`src/rtl/div_pkg.sv`:
```
// Shared types and constants for the divider issue controller.
package div_pkg;

  typedef enum logic [1:0] {
    F_DIV  = 2'b00,
    F_DIVU = 2'b01,
    F_REM  = 2'b10,
    F_REMU = 2'b11
  } div_func3_e;

  typedef enum logic [2:0] {
    S_IDLE  = 3'd0,
    S_ISSUE = 3'd1,
    S_WAIT  = 3'd2,
    S_RESP  = 3'd3,
    S_DRAIN = 3'd4
  } div_ctrl_state_e;

  localparam logic [31:0] DIV0_QUOT = 32'hFFFF_FFFF;
  localparam logic [31:0] INT_MIN   = 32'h8000_0000;

endpackage

```
`src/rtl/div_issue_ctrl_if.sv`:
```
// Request / response / divider bundle of the divider issue controller.
//
// Handshake semantics (request and response sides alike):
//   a transfer happens on a rising clk edge where valid & ready are both 1.
//   valid may not depend on ready; once raised, valid and its payload stay
//   stable until the transfer. ready may depend on valid.
//   The divider side is a pulse protocol: div_go is high for one cycle,
//   div_done is high for one cycle with div_rd valid in that cycle.
interface div_issue_ctrl_if #(
  parameter int N_REQ = 2,
  parameter int TAG_W = 5
);
  localparam int ID_W = $clog2(N_REQ);

  logic [N_REQ-1:0]       req_valid;
  logic [N_REQ-1:0]       req_ready;
  logic [N_REQ*2-1:0]     req_func3;
  logic [N_REQ*32-1:0]    req_rs1;
  logic [N_REQ*32-1:0]    req_rs2;
  logic [N_REQ*TAG_W-1:0] req_tag;
  logic                   flush;
  logic                   resp_valid;
  logic                   resp_ready;
  logic [ID_W-1:0]        resp_id;
  logic [TAG_W-1:0]       resp_tag;
  logic [31:0]            resp_data;
  logic                   resp_fast;
  logic                   resp_err;
  logic                   err;
  logic                   div_go;
  logic [1:0]             div_func3;
  logic [31:0]            div_rs1;
  logic [31:0]            div_rs2;
  logic                   div_done;
  logic [31:0]            div_rd;

  // Environment side: requesters, response consumer and the divider.
  modport master (
    output req_valid, req_func3, req_rs1, req_rs2, req_tag, flush,
    output resp_ready, div_done, div_rd,
    input  req_ready, resp_valid, resp_id, resp_tag, resp_data,
    input  resp_fast, resp_err, err, div_go, div_func3, div_rs1, div_rs2
  );

  // Controller side.
  modport slave (
    input  req_valid, req_func3, req_rs1, req_rs2, req_tag, flush,
    input  resp_ready, div_done, div_rd,
    output req_ready, resp_valid, resp_id, resp_tag, resp_data,
    output resp_fast, resp_err, err, div_go, div_func3, div_rs1, div_rs2
  );

endinterface

```
`src/rtl/div_rr_arb.sv`:
```
// Round-robin arbiter: lowest valid index at or after ptr wins.
module div_rr_arb #(
  parameter int N_REQ = 2,
  localparam int ID_W = $clog2(N_REQ)
) (
  input  logic [N_REQ-1:0] valid,
  input  logic [ID_W-1:0]  ptr,
  output logic [N_REQ-1:0] grant,
  output logic [ID_W-1:0]  grant_idx,
  output logic             any
);

  // Scan from ptr upwards with wrap; first valid requester is granted.
  always_comb begin
    grant     = '0;
    grant_idx = '0;
    any       = 1'b0;
    for (int k = 0; k < N_REQ; k++) begin
      for (int i = 0; i < N_REQ; i++) begin
        if (!any && valid[i] && (((int'(ptr) + k) % N_REQ) == i)) begin
          any       = 1'b1;
          grant[i]  = 1'b1;
          grant_idx = ID_W'(i);
        end
      end
    end
  end

endmodule

```
`src/rtl/div_issue_ctrl.sv`:
```
// Issue controller in front of the divider: arbitrates requesters, answers
// divide-by-zero / signed overflow directly, sequences go/done, handles
// flush and a done watchdog.
module div_issue_ctrl
  import div_pkg::*;
#(
  parameter int N_REQ   = 2,
  parameter int TAG_W   = 5,
  parameter int TIMEOUT = 64
) (
  input  logic            clk,
  input  logic            clr,
  div_issue_ctrl_if.slave bus,
  output div_ctrl_state_e dbg_state
);

  localparam int ID_W = $clog2(N_REQ);
  localparam int WD_W = $clog2(TIMEOUT + 1);
  localparam logic [WD_W-1:0] WD_LAST = WD_W'(TIMEOUT - 1);

  div_ctrl_state_e  state_q, state_d;
  logic [ID_W-1:0]  rr_q, rr_d;
  logic [1:0]       func3_q, func3_d;
  logic [31:0]      rs1_q, rs1_d;
  logic [31:0]      rs2_q, rs2_d;
  logic [TAG_W-1:0] tag_q, tag_d;
  logic [ID_W-1:0]  id_q, id_d;
  logic [31:0]      data_q, data_d;
  logic             fast_q, fast_d;
  logic             rerr_q, rerr_d;
  logic [WD_W-1:0]  wd_q, wd_d;
  logic             err_q, err_d;

  logic [N_REQ-1:0] grant;
  logic [ID_W-1:0]  grant_idx;
  logic             grant_any;
  logic             accept;

  logic [1:0]       sel_func3;
  logic [31:0]      sel_rs1;
  logic [31:0]      sel_rs2;
  logic [TAG_W-1:0] sel_tag;
  logic             is_signed, is_rem, div0, ovf, is_fast;
  logic [31:0]      fast_data;

  div_rr_arb #(.N_REQ(N_REQ)) u_arb (
    .valid     (bus.req_valid),
    .ptr       (rr_q),
    .grant     (grant),
    .grant_idx (grant_idx),
    .any       (grant_any)
  );

  // Grants are only offered when idle and not being flushed.
  assign accept        = (state_q == S_IDLE) && !bus.flush && grant_any;
  assign bus.req_ready = accept ? grant : '0;

  // Pick the operands of the granted requester.
  always_comb begin
    sel_func3 = '0;
    sel_rs1   = '0;
    sel_rs2   = '0;
    sel_tag   = '0;
    for (int i = 0; i < N_REQ; i++) begin
      if (grant_idx == ID_W'(i)) begin
        sel_func3 = bus.req_func3[i*2 +: 2];
        sel_rs1   = bus.req_rs1[i*32 +: 32];
        sel_rs2   = bus.req_rs2[i*32 +: 32];
        sel_tag   = bus.req_tag[i*TAG_W +: TAG_W];
      end
    end
  end

  // RISC-V M corner cases resolved without the divider.
  always_comb begin
    is_signed = (sel_func3 == F_DIV) || (sel_func3 == F_REM);
    is_rem    = (sel_func3 == F_REM) || (sel_func3 == F_REMU);
    div0      = (sel_rs2 == '0);
    ovf       = is_signed && (sel_rs1 == INT_MIN) && (sel_rs2 == '1);
    is_fast   = div0 || ovf;
    if (div0) fast_data = is_rem ? sel_rs1 : DIV0_QUOT;
    else      fast_data = is_rem ? '0 : INT_MIN;
  end

  // Next-state and datapath updates of the issue FSM.
  always_comb begin
    state_d = state_q;
    rr_d    = rr_q;
    func3_d = func3_q;
    rs1_d   = rs1_q;
    rs2_d   = rs2_q;
    tag_d   = tag_q;
    id_d    = id_q;
    data_d  = data_q;
    fast_d  = fast_q;
    rerr_d  = rerr_q;
    wd_d    = wd_q;
    err_d   = err_q;
    case (state_q)
      S_IDLE: begin
        if (accept) begin
          func3_d = sel_func3;
          rs1_d   = sel_rs1;
          rs2_d   = sel_rs2;
          tag_d   = sel_tag;
          id_d    = grant_idx;
          rr_d    = (grant_idx == ID_W'(N_REQ - 1)) ? '0 : grant_idx + ID_W'(1);
          if (is_fast) begin
            state_d = S_RESP;
            data_d  = fast_data;
            fast_d  = 1'b1;
            rerr_d  = 1'b0;
          end else begin
            state_d = S_ISSUE;
          end
        end
      end
      S_ISSUE: begin
        wd_d    = '0;
        state_d = bus.flush ? S_DRAIN : S_WAIT;
      end
      S_WAIT: begin
        wd_d = wd_q + WD_W'(1);
        if (bus.flush) begin
          // A done in the flush cycle already retired the op: nothing to drain.
          wd_d    = '0;
          state_d = bus.div_done ? S_IDLE : S_DRAIN;
        end else if (bus.div_done) begin
          state_d = S_RESP;
          data_d  = bus.div_rd;
          fast_d  = 1'b0;
          rerr_d  = 1'b0;
        end else if (wd_q == WD_LAST) begin
          state_d = S_RESP;
          data_d  = '0;
          fast_d  = 1'b0;
          rerr_d  = 1'b1;
          err_d   = 1'b1;
        end
      end
      S_DRAIN: begin
        wd_d = wd_q + WD_W'(1);
        if (bus.div_done) begin
          state_d = S_IDLE;
        end else if (wd_q == WD_LAST) begin
          state_d = S_IDLE;
          err_d   = 1'b1;
        end
      end
      S_RESP: begin
        if (bus.flush || bus.resp_ready) state_d = S_IDLE;
      end
      default: state_d = S_IDLE;
    endcase
  end

  // State and datapath registers.
  always_ff @(posedge clk or posedge clr) begin
    if (clr) begin
      state_q <= S_IDLE;
      rr_q    <= '0;
      func3_q <= '0;
      rs1_q   <= '0;
      rs2_q   <= '0;
      tag_q   <= '0;
      id_q    <= '0;
      data_q  <= '0;
      fast_q  <= 1'b0;
      rerr_q  <= 1'b0;
      wd_q    <= '0;
      err_q   <= 1'b0;
    end else begin
      state_q <= state_d;
      rr_q    <= rr_d;
      func3_q <= func3_d;
      rs1_q   <= rs1_d;
      rs2_q   <= rs2_d;
      tag_q   <= tag_d;
      id_q    <= id_d;
      data_q  <= data_d;
      fast_q  <= fast_d;
      rerr_q  <= rerr_d;
      wd_q    <= wd_d;
      err_q   <= err_d;
    end
  end

  assign bus.resp_valid = (state_q == S_RESP);
  assign bus.resp_id    = id_q;
  assign bus.resp_tag   = tag_q;
  assign bus.resp_data  = data_q;
  assign bus.resp_fast  = fast_q;
  assign bus.resp_err   = rerr_q;
  assign bus.err        = err_q;
  assign bus.div_go     = (state_q == S_ISSUE);
  assign bus.div_func3  = func3_q;
  assign bus.div_rs1    = rs1_q;
  assign bus.div_rs2    = rs2_q;
  assign dbg_state      = state_q;

endmodule

```
`src/flat_wrapper.sv`:
```
// flat-port wrapper written by rule: the top's interface ports become plain ports
module div_issue_ctrl_flat import div_pkg::*;
#(
  parameter int N_REQ   = 2,
  parameter int TAG_W   = 5,
  parameter int TIMEOUT = 64
)
  (clk, clr, dbg_state, bus_req_valid, bus_req_func3, bus_req_rs1, bus_req_rs2, bus_req_tag, bus_flush, bus_resp_ready, bus_div_done, bus_div_rd, bus_req_ready, bus_resp_valid, bus_resp_id, bus_resp_tag, bus_resp_data, bus_resp_fast, bus_resp_err, bus_err, bus_div_go, bus_div_func3, bus_div_rs1, bus_div_rs2);
  div_issue_ctrl_if #(.N_REQ(N_REQ), .TAG_W(TAG_W)) bus_i ();
  input  logic clk;
  input  logic clr;
  output div_ctrl_state_e dbg_state;
  input wire logic [$bits(bus_i.req_valid)-1:0] bus_req_valid;
  input wire logic [$bits(bus_i.req_func3)-1:0] bus_req_func3;
  input wire logic [$bits(bus_i.req_rs1)-1:0] bus_req_rs1;
  input wire logic [$bits(bus_i.req_rs2)-1:0] bus_req_rs2;
  input wire logic [$bits(bus_i.req_tag)-1:0] bus_req_tag;
  input wire logic [$bits(bus_i.flush)-1:0] bus_flush;
  input wire logic [$bits(bus_i.resp_ready)-1:0] bus_resp_ready;
  input wire logic [$bits(bus_i.div_done)-1:0] bus_div_done;
  input wire logic [$bits(bus_i.div_rd)-1:0] bus_div_rd;
  output wire logic [$bits(bus_i.req_ready)-1:0] bus_req_ready;
  output wire logic [$bits(bus_i.resp_valid)-1:0] bus_resp_valid;
  output wire logic [$bits(bus_i.resp_id)-1:0] bus_resp_id;
  output wire logic [$bits(bus_i.resp_tag)-1:0] bus_resp_tag;
  output wire logic [$bits(bus_i.resp_data)-1:0] bus_resp_data;
  output wire logic [$bits(bus_i.resp_fast)-1:0] bus_resp_fast;
  output wire logic [$bits(bus_i.resp_err)-1:0] bus_resp_err;
  output wire logic [$bits(bus_i.err)-1:0] bus_err;
  output wire logic [$bits(bus_i.div_go)-1:0] bus_div_go;
  output wire logic [$bits(bus_i.div_func3)-1:0] bus_div_func3;
  output wire logic [$bits(bus_i.div_rs1)-1:0] bus_div_rs1;
  output wire logic [$bits(bus_i.div_rs2)-1:0] bus_div_rs2;
  assign bus_i.req_valid = bus_req_valid;
  assign bus_i.req_func3 = bus_req_func3;
  assign bus_i.req_rs1 = bus_req_rs1;
  assign bus_i.req_rs2 = bus_req_rs2;
  assign bus_i.req_tag = bus_req_tag;
  assign bus_i.flush = bus_flush;
  assign bus_i.resp_ready = bus_resp_ready;
  assign bus_i.div_done = bus_div_done;
  assign bus_i.div_rd = bus_div_rd;
  assign bus_req_ready = bus_i.req_ready;
  assign bus_resp_valid = bus_i.resp_valid;
  assign bus_resp_id = bus_i.resp_id;
  assign bus_resp_tag = bus_i.resp_tag;
  assign bus_resp_data = bus_i.resp_data;
  assign bus_resp_fast = bus_i.resp_fast;
  assign bus_resp_err = bus_i.resp_err;
  assign bus_err = bus_i.err;
  assign bus_div_go = bus_i.div_go;
  assign bus_div_func3 = bus_i.div_func3;
  assign bus_div_rs1 = bus_i.div_rs1;
  assign bus_div_rs2 = bus_i.div_rs2;
  div_issue_ctrl #(.N_REQ(N_REQ), .TAG_W(TAG_W), .TIMEOUT(TIMEOUT)) u_core (.clk(clk), .clr(clr), .bus(bus_i), .dbg_state(dbg_state));
endmodule
```
`config.mk`:
```
export PLATFORM = sky130hd
export DESIGN_NAME = div_issue_ctrl_flat
export DESIGN_NICKNAME = d
export VERILOG_FILES = /design/src/rtl/div_pkg.sv /design/src/rtl/div_issue_ctrl_if.sv /design/src/rtl/div_rr_arb.sv /design/src/rtl/div_issue_ctrl.sv /design/src/flat_wrapper.sv
export SDC_FILE = /design/constraint.sdc
export NUM_CORES = 1
export LEC_CHECK = 0
export ABC_AREA = 1
export CORE_ASPECT_RATIO = 1.4
export CORE_MARGIN = 4
export CORE_UTILIZATION = 46
export DETAILED_ROUTE_END_ITERATION = 10
export PLACE_DENSITY = 0.85
export SYNTH_ARGS = -nofsm -noshare
export SYNTH_HDL_FRONTEND = slang
export SYNTH_SLANG_ARGS = --single-unit
```
`constraint.sdc`:
```
create_clock -name clk -period 11 [get_ports clk]
set_clock_uncertainty 0.2 [all_clocks]
set_input_delay 2.75 -clock clk [delete_from_list [all_inputs] [get_ports clk]]
set_output_delay 2.75 -clock clk [all_outputs]
set_load 0.05 [all_outputs]
```
Word-level counts from Yosys, hierarchy flattened

Cells that the tools add are included.
W data, S select, Z words.

Add/subtract/negate cells: 3
Eq/ne operators: 17
Mux-type cells: 53
Bitwise logic cells: 1
Reductions and logical operators: 31

Operators with widths:

| kind                   | number |
|---|---|
| $mux W32               | 10 |
| $logic_not A32 Y1      | 3 |
| $eq A32 B32 Y1 const B | 2 |
| $pmux W32 S2           | 1 |
| $mux W3                | 9 |
| $mux W1                | 23 |
| $pmux W7 S3            | 1 |
| $pmux W3 S5            | 1 |
| $logic_and A1 B1 Y1    | 11 |
| $add A7 B1 Y7 const B  | 1 |
| $eq A7 B6 Y1 const B   | 1 |
| $mux W7                | 1 |
| $eq A2 B2 Y1 const B   | 3 |
| $eq A3 B2 Y1 const B   | 2 |
| $mux W2                | 3 |
| $ne A2 B1 Y1 const B   | 3 |
| $ne A3 B2 Y1 const B   | 2 |
| $pmux W1 S2            | 3 |
| $mux W5                | 1 |
| $reduce_and A5 Y1      | 1 |
| $logic_not A1 Y1       | 4 |
| $logic_or A1 B1 Y1     | 4 |
| $ne A4 B3 Y1 const B   | 1 |
| $reduce_and A2 Y1      | 2 |
| other kinds (10)       | 12 |

Flip-flop bits (word level): 118
Output and inout port bits: 114
Word-level logic and storage cells: 117

Longest topological paths before layout

Gate-level depths: netlist (run 1).

Depth after elaboration: 24
Depth in mapped cells: 18
Gate-level depth less buffers: 16

By module

From an unflattened synthesis (run 1), not the netlist that was laid out.

Cell total of the unflattened synthesis: 1012
Area total of the unflattened synthesis: 6781.5 um^2

Modules (own cells, without submodules):

| module         | instances | cells each | area each (um^2) | seq. area each (um^2) |
|---|---|---|---|---|
| div_issue_ctrl | 1         | 1005       | 6751.5           | 2952.8 |
| div_rr_arb     | 1         | 7          | 30.0             | 0.0 |

Least setup slack after synthesis (run 1)

OpenSTA, ideal clock, no wires.

Path type: input-to-output
Start: in bus_req_valid[1]
End: out bus_req_ready[0]
Data arrival time: 4.344 ns
Path slack: 3.706 ns
Stages: 6
Path buffers: 2
Path through: buf_2 > o21ai_0 > nor2_1 > inv_1 > clkbuf_1 > nor2_1

Cells in the longest elaborated chain, start to end: 13

RTL lines:

| what                             | RTL line             | text |
|---|---|---|
| start: declaration               | flat_wrapper.sv:13   | `input wire logic [$bits(bus_i.req_valid)-1:0] bus_req_valid;` |
| $logic_and A1 B1 Y1 (2 in a row) | div_rr_arb.sv:20     | `if (!any && valid[i] && (((int'(ptr) + k) % N_REQ) == i)) begin` |
| $mux W1                          | div_rr_arb.sv:20     |  |
| $logic_not A1 Y1                 | div_rr_arb.sv:20     |  |
| $logic_and A1 B1 Y1 (2 in a row) | div_rr_arb.sv:20     |  |
| $mux W1                          | div_rr_arb.sv:20     |  |
| $logic_not A1 Y1                 | div_rr_arb.sv:20     |  |
| $logic_and A1 B1 Y1 (2 in a row) | div_rr_arb.sv:20     |  |
| $mux W1                          | div_rr_arb.sv:20     |  |
| $logic_and A1 B1 Y1              | div_issue_ctrl.sv:55 | `assign accept = (state_q == S_IDLE) && !bus.flush && grant_any;` |
| $mux W2 (*)                      | div_issue_ctrl.sv:56 | `assign bus.req_ready = accept ? grant : '0;` |
| end: declaration                 | flat_wrapper.sv:22   | `output wire logic [$bits(bus_i.req_ready)-1:0] bus_req_ready;` |

Mark *: on every way between the ends. The rest lies on a longest branch, timed or not.

Worst setup path in the final report (run 1)

Start: in bus_req_valid[1]
End: out bus_req_ready[1]

The elaborated chain is that of the path after synthesis.

==> impl_metrics.csv, run 1 <==
group,metric,value,unit
run_status,outcome,"finished clean",
grt,grt_max_degree,92,
finish,final_common_cell,"nand2_1",
finish,stdcell_area,10300,um^2
worst_setup_path,regToRegStartpoint,"u_core.rr_q$_DFFE_PP0P_",
finish,area_delta_synth_final,54.2,%
placed_design,post-place-ws,2250,ps
synthesis,synth-edff-count,0,
floorplanning,die_x,110,um
grt,gr-usage-all-layers,30.0,%
hold_path,hp-class,"flip-flop to flip-flop",
synthesis,synth_fa_ha_area_share,0.188,%
floorplanning,rows,51,
run,max_cap_violations,0,
timing,tns,0,ps
placed_design,place.gp.congestion,0.946,
routing,wl_per_cell,17.6,um
clock_network,post-cts-setup-buffer-count,0,
routing,viasPerCell,5.24,
timing,min_period,8810,ps
timing,setup_viol,0,
floorplanning,start_util,47.5,%
pwr,power_density,281,nW/um^2
synthesis,synth_top_cell_by_area,"dfrtp_1",
clock_network,clk_pin_slew_worst_paths,50,ps
synthesis,synth.avg_cell_area,6.90,um^2
routing,drt_iter0_drc,464,
clock_network,cts.sinks,118,
grt,antenna_found_initial,0,
synthesis,synthesis.area,6670,um^2
synthesis,netlist_instances,966,
timing,finalMaxSlewViolations,0,
routing,vias,7485,
synthesis,synthXorXnorAreaFrac,0.263,%
clock_network,clockBufferDepth,2,
synthesis,synth_top_area_share,44.3,%
hold_path,holdPathEnd,"u_core.bus.resp_data[14]$_DFFE_PP0P_",
placed_design,port_buffers,294,
timing,finalCritPeriodShare,80.1,%
clock_network,cts_tree,"yes",
synthesis,synth.area.top_cells,"dfrtp_1, nand2_1, o21ai_0",
worst_setup_path,cp-start-kind,"input port",
routing,ant_nets,0,
synthesis,synth_top_family_by_area,"simple AND/OR/NAND/NOR gates",
routing,drc_errors,0,
clock_network,cts_max_level,4,
finish,antenna_cells,0,
synthesis,yosysSeqAreaShare,44.3,%
clock_network,root_buffer,"clkbuf_16",
floorplanning,core_area,14000,um^2
worst_setup_path,cp_cell_sequence,"clkdlybuf4s50_1 > nand2_2 > nor2_1 > clkdlybuf4s50_1",
timing,fmax,114,MHz
hold_path,whs_path_depth,2,
floorplanning,ios,295,
grt,grt_pass1_vias,7296,
floorplanning,dieArea,16500,um^2
synthesis,yosys.area_share.simple,33.7,%
worst_setup_path,r2r_cells,14,
placed_design,dp_hpwl,18500,um
routing,drt_wl_total,25100,um
synthesis,synth_compound_gate_area_share,12.2,%
clock_network,post_cts_resized,0,
timing,rsz0062_at_grt,"no",
finish,fin_nets,1413,
worst_setup_path,critPathRequiredTime,8050,ps
synthesis,synthFlopType,"dfrtp_1",
grt,grt_pass1_wl,37700,um
grt,gr-total-overflow,0,
worst_setup_path,crit_path_start,"bus_req_valid[1]",
pwr,ir_drop,183,uV
floorplanning,die_h,150,um
synthesis,synthArstFlopShare,100,%
worst_setup_path,path_common_cell,"clkdlybuf4s50_1",
pwr,p_leak,4.95,nW
synthesis,synth_fp_nets,1148,
timing,slew_headroom,22.9,%
placed_design,placed_cell_area,9630,um^2
worst_setup_path,critPathMaxStageDelay,920,ps
hold_path,hp-start,"u_core.bus.resp_data[14]$_DFFE_PP0P_",
synthesis,muxShareOfSynthArea,0,%
finish,final_cell_mix,"nand2_1, clkdlybuf4s50_1, dfrtp_1, o21ai_0, inv_1",
worst_setup_path,arrival,5860,ps
synthesis,ys_warn_count,0,
routing,firstDrtPassIters,5,
clock_network,numCtsBuffers,17,
timing,worst_slack,2190,ps
worst_setup_path,worstSetupPathType,"input port to output port",
synthesis,ys_ff_latch,118,
timing,hold_viol_final,0,
worst_setup_path,path_max_fanout,44,
clock_network,clk_latency,410,ps
finish,drive_gt1_share,4.34,%
worst_setup_path,reg2reg_slack,6520,ps
worst_setup_path,rr_endpoint,"u_core.bus.resp_data[6]$_DFFE_PP0P_",
worst_setup_path,critPathCaptureType,"output port",
clock_network,holdBufCountCts,0,
timing,tightest_slew,1150,ps
worst_setup_path,slowest_stage,"clkdlybuf4s50_1",
synthesis,synth_cell_types,31,
[stage by stage]
stage	total power (W)	hold slack [ps]	utilization, %	instances
after floorplan	0.00173	256	-	966
after CTS	0.00289	271	73.2	1429
after detailed placement	0.00227	257	68.6	1397
after global routing	0.00303	287	73.2	1429
after global placement	0.00225	253	68.6	1397
final	0.00289	266	73.2	1429
[routing by layer]
metal	GRT usage, %	vias up	share of wire [%]
li1	-	3618	-
met1	34.4	3406	36
met2	52.2	382	51
met3	6.35	79	7.9
met4	15.2	0	4.9
met5	0	-	0
[sequential cells by signal, summed over array words and instances, names as in the netlist]
name,cells
u_core.bus.div_rs1,32
u_core.bus.err,1
u_core.rr_q,1
u_core.bus.resp_data,32
u_core.bus.resp_fast,1
u_core.bus.resp_tag,5
u_core.bus.div_func3,2
u_core.bus.resp_err,1
u_core.bus.resp_id,1
u_core.wd_q,7
u_core.dbg_state,3
u_core.bus.div_rs2,32
[worst max-delay path by stage]
stage | to | slack, ps
finish | bus_req_ready[1] | 2190
global placement | bus_req_ready[1] | 2330
CTS | bus_req_ready[1] | 2250
floorplan | bus_req_ready[0] | 3710
global route | bus_req_ready[1] | 2080
detailed placement | bus_req_ready[1] | 2250
[cells in the mapped netlist, types with 6 or more instances]
cell type,n
nand3b_1,6
o21ai_0,101
nand2_1,374
buf_6,8
dfrtp_1,118
inv_1,88
nor2_1,87
nand4_1,35
buf_2,12
clkbuf_1,32
nand3_1,32
a31oi_1,25
a21oi_1,6
o21ai_1,15
[final cells by class]
cell class | count | area [um^2]
clock inverters | 10 | 169
repair buffers | 301 | 3000
clock buffers | 22 | 484
multi-input cells | 703 | 3110
fillers | 1094 | 3760
flip-flops and latches | 118 | 2950
well taps | 185 | 231
inverters | 90 | 340
[kinds of logic after synthesis]
group / count (synthesis)
and+or+nand+nor: 547
DFF: 118
xor gates and xnor gates: 2
buffers and inverters: 145
AOI/OAI and AO/OA: 153
adders and majority gates: 1
[worst max-delay path, delay by kind of cell]
| family | cells | cell delay [ps] |
|---|---|---|
| buf+inv | 2 | 1700 |
| simple gates | 2 | 1400 |
[power by group]
part           internal, W  leakage, nW  switching (W)
Sequential        0.000595         1.48      0.0000995
Clock             0.000404        0.309       0.000207
Combinational     0.000474         3.16        0.00111
Total              0.00147         4.95        0.00142
(Power assumes the default switching activity.)
==> run 2: changes to the inputs <==
--- a/config.mk
+++ b/config.mk
@@ -8,9 +8,9 @@
 export ABC_AREA = 1
 export CORE_ASPECT_RATIO = 1.4
 export CORE_MARGIN = 4
-export CORE_UTILIZATION = 46
+export CORE_UTILIZATION = 43
 export DETAILED_ROUTE_END_ITERATION = 10
-export PLACE_DENSITY = 0.85
+export PLACE_DENSITY = 0.8
 export SYNTH_ARGS = -nofsm -noshare
 export SYNTH_HDL_FRONTEND = slang
 export SYNTH_SLANG_ARGS = --single-unit
==> constraint.sdc (replaced) <==
create_clock -name clk -period 8.8 [get_ports clk]
set_clock_uncertainty 0.2 [all_clocks]
set_input_delay 2.2 -clock clk [delete_from_list [all_inputs] [get_ports clk]]
set_output_delay 2.2 -clock clk [all_outputs]
set_load 0.05 [all_outputs]
==> run 2 against run 1 <==
Compared with the run above: sequential cell count stayed put; global-route usage is 2.0 points lower; critical path depth is 2 higher; wire length is 0.68% lower; sequential power is 25% higher; utilization is 5.4 points lower; largest power group unchanged; combinational power is 25% higher; clock-buffer cell count is 3 lower; register-to-register slack worse by 2000 ps.
==> impl_metrics.csv, run 2 (same netlist as run 1, synthesis figures left out) <==
group,metric,value,unit
finish,antenna_cells,0,
floorplanning,die_x,113,um
routing,drt_iter0_drc,467,
timing,tightest_slew,870,ps
routing,vias,7393,
finish,fin_nets,1415,
clock_network,clockBufferDepth,2,
floorplanning,dieArea,17600,um^2
pwr,p_switching,0.00175,W
grt,gr-usage-all-layers,28.1,%
worst_setup_path,worstSetupPathType,"input port to output port",
finish,stdcell_area,10300,um^2
timing,slew_headroom,41.9,%
clock_network,cts.sinks,118,
timing,finalCritPeriodShare,81.9,%
clock_network,root_buffer,"clkbuf_16",
clock_network,clk_latency,400,ps
pwr,power_frac_clock,20.4,%
floorplanning,start_util,44.1,%
placed_design,dp_hpwl,19000,um
finish,final_common_cell,"nand2_1",
placed_design,placed_cell_area,9650,um^2
run_status,outcome,"finished clean",
routing,drt_wl_total,24900,um
clock_network,holdBufCountCts,0,
floorplanning,rows,53,
worst_setup_path,arrival,4810,ps
clock_network,cts_tree,"yes",
grt,grt_max_degree,91,
pwr,ir_drop,177,uV
clock_network,cts_max_level,4,
pwr,internal-power,0.00182,W
floorplanning,core_area,15100,um^2
finish,drive_gt1_share,4.34,%
routing,drc_errors,0,
worst_setup_path,path_max_fanout,12,
routing,viasPerCell,5.15,
worst_setup_path,cp-start-kind,"input port",
finish,area_delta_synth_final,53.8,%
worst_setup_path,critPathCaptureType,"output port",
placed_design,port_buffers,294,
floorplanning,die_h,155,um
timing,setup_viol,0,
clock_network,numCtsBuffers,17,
routing,wl_per_cell,17.4,um
floorplanning,ios,295,
pwr,pwr-share-seq,24.3,%
timing,finalMaxSlewViolations,0,
timing,hold_viol_final,0,
timing,fmax,139,MHz
pwr,p_sw_share,49.1,%
grt,grt_pass1_vias,7029,
clock_network,post-cts-setup-buffer-count,0,
grt,grt_pass1_wl,38400,um
pwr,power_density,348,nW/um^2
finish,final_cell_mix,"nand2_1, clkdlybuf4s50_1, dfrtp_1, o21ai_0, inv_1",
worst_setup_path,critPathRequiredTime,6400,ps
placed_design,place.gp.congestion,0.955,
timing,tns,0,ps
timing,rsz0062_at_grt,"no",
run,max_cap_violations,0,
clock_network,clk_pin_slew_worst_paths,50,ps
pwr,p_leak,4.94,nW
routing,ant_nets,0,
pwr,combinationalPowerShare,55.3,%
hold_path,hp-class,"flip-flop to flip-flop",
grt,gr-total-overflow,0,
clock_network,post_cts_resized,0,
timing,min_period,7210,ps
routing,firstDrtPassIters,5,
timing,holdWs,268,ps
grt,antenna_found_initial,0,
[run 2: cell count changes in the layout (fill, tap and decap cells not counted), sizes merged]
cell,before,now
clkinvlp,3,2
buf,7,9
clkbuf,22,19
clkinv,3,4
[run 2: path summary, 6_finish.rpt]
path | end | slack, ps | depth (start not counted) | start
max in group asynchronous | u_core.bus.div_rs1[13]$_DFFE_PP0P_ | 5040 | 3 | clr
worst max-delay path | bus_req_ready[0] | 1590 | 6 | bus_req_valid[1]
min in group asynchronous | u_core.bus.resp_data[26]$_DFFE_PP0P_ | 2100 | 2 | clr
worst min register to register | u_core.bus.resp_data[27]$_DFFE_PP0P_ | 270 | 2 | u_core.bus.resp_data[27]$_DFFE_PP0P_
worst min-delay path | u_core.bus.resp_data[27]$_DFFE_PP0P_ | 270 | 2 | u_core.bus.resp_data[27]$_DFFE_PP0P_
worst max register to register | u_core.bus.resp_data[25]$_DFFE_PP0P_ | 4540 | 14 | u_core.rr_q$_DFFE_PP0P_
[run 2: cell type report]
type,count,area (um^2)
Inverter,90,340
Multi-Input combinational cell,703,3110
Clock inverter,10,155
Clock buffer,19,453
Timing Repair Buffer,303,3010
Fill cell,1322,4860
Tap cell,192,240
Sequential cell,118,2950
[run 2: power by group through the flow]
stage | logic (W) | registers [W] | clock network, W
3_5_place_dp | 0.00198 | 0.000874 | 0
3_3_place_gp | 0.00196 | 0.000867 | 0
5_1_grt | 0.00210 | 0.000894 | 0.000761
6_report | 0.00198 | 0.000869 | 0.000727
2_1_floorplan | 0.000642 | 0.00152 | 0
4_1_cts | 0.00198 | 0.000868 | 0.000734
[run 2: routing by layer]
layer | global-route usage (%) | up-vias | routed length (um)
met3 | 7.08 | 58 | 2000
met5 | 0 | - | 0
li1 | - | 3623 | -
met2 | 49.7 | 351 | 13000
met1 | 31.9 | 3361 | 8990
met4 | 11.9 | 0 | 963
[run 2: worst max-delay path, stage by stage]
cell,delay [ps]
clkdlybuf4s50_1,770
o21ai_0,280
nor2_4,170
inv_2,50
nor2_1,420
clkdlybuf4s50_1,910
[run 2: stage by stage]
step           cells  util (%)  setup slack [ps]  total power, W
2_1_floorplan    966         -              2610         0.00216
3_3_place_gp    1406      63.8              1620         0.00282
3_5_place_dp    1406      63.8              1560         0.00285
4_1_cts         1435      67.9              1560         0.00358
5_1_grt         1435      67.9              1430         0.00376
6_report        1435      67.9              1590         0.00357
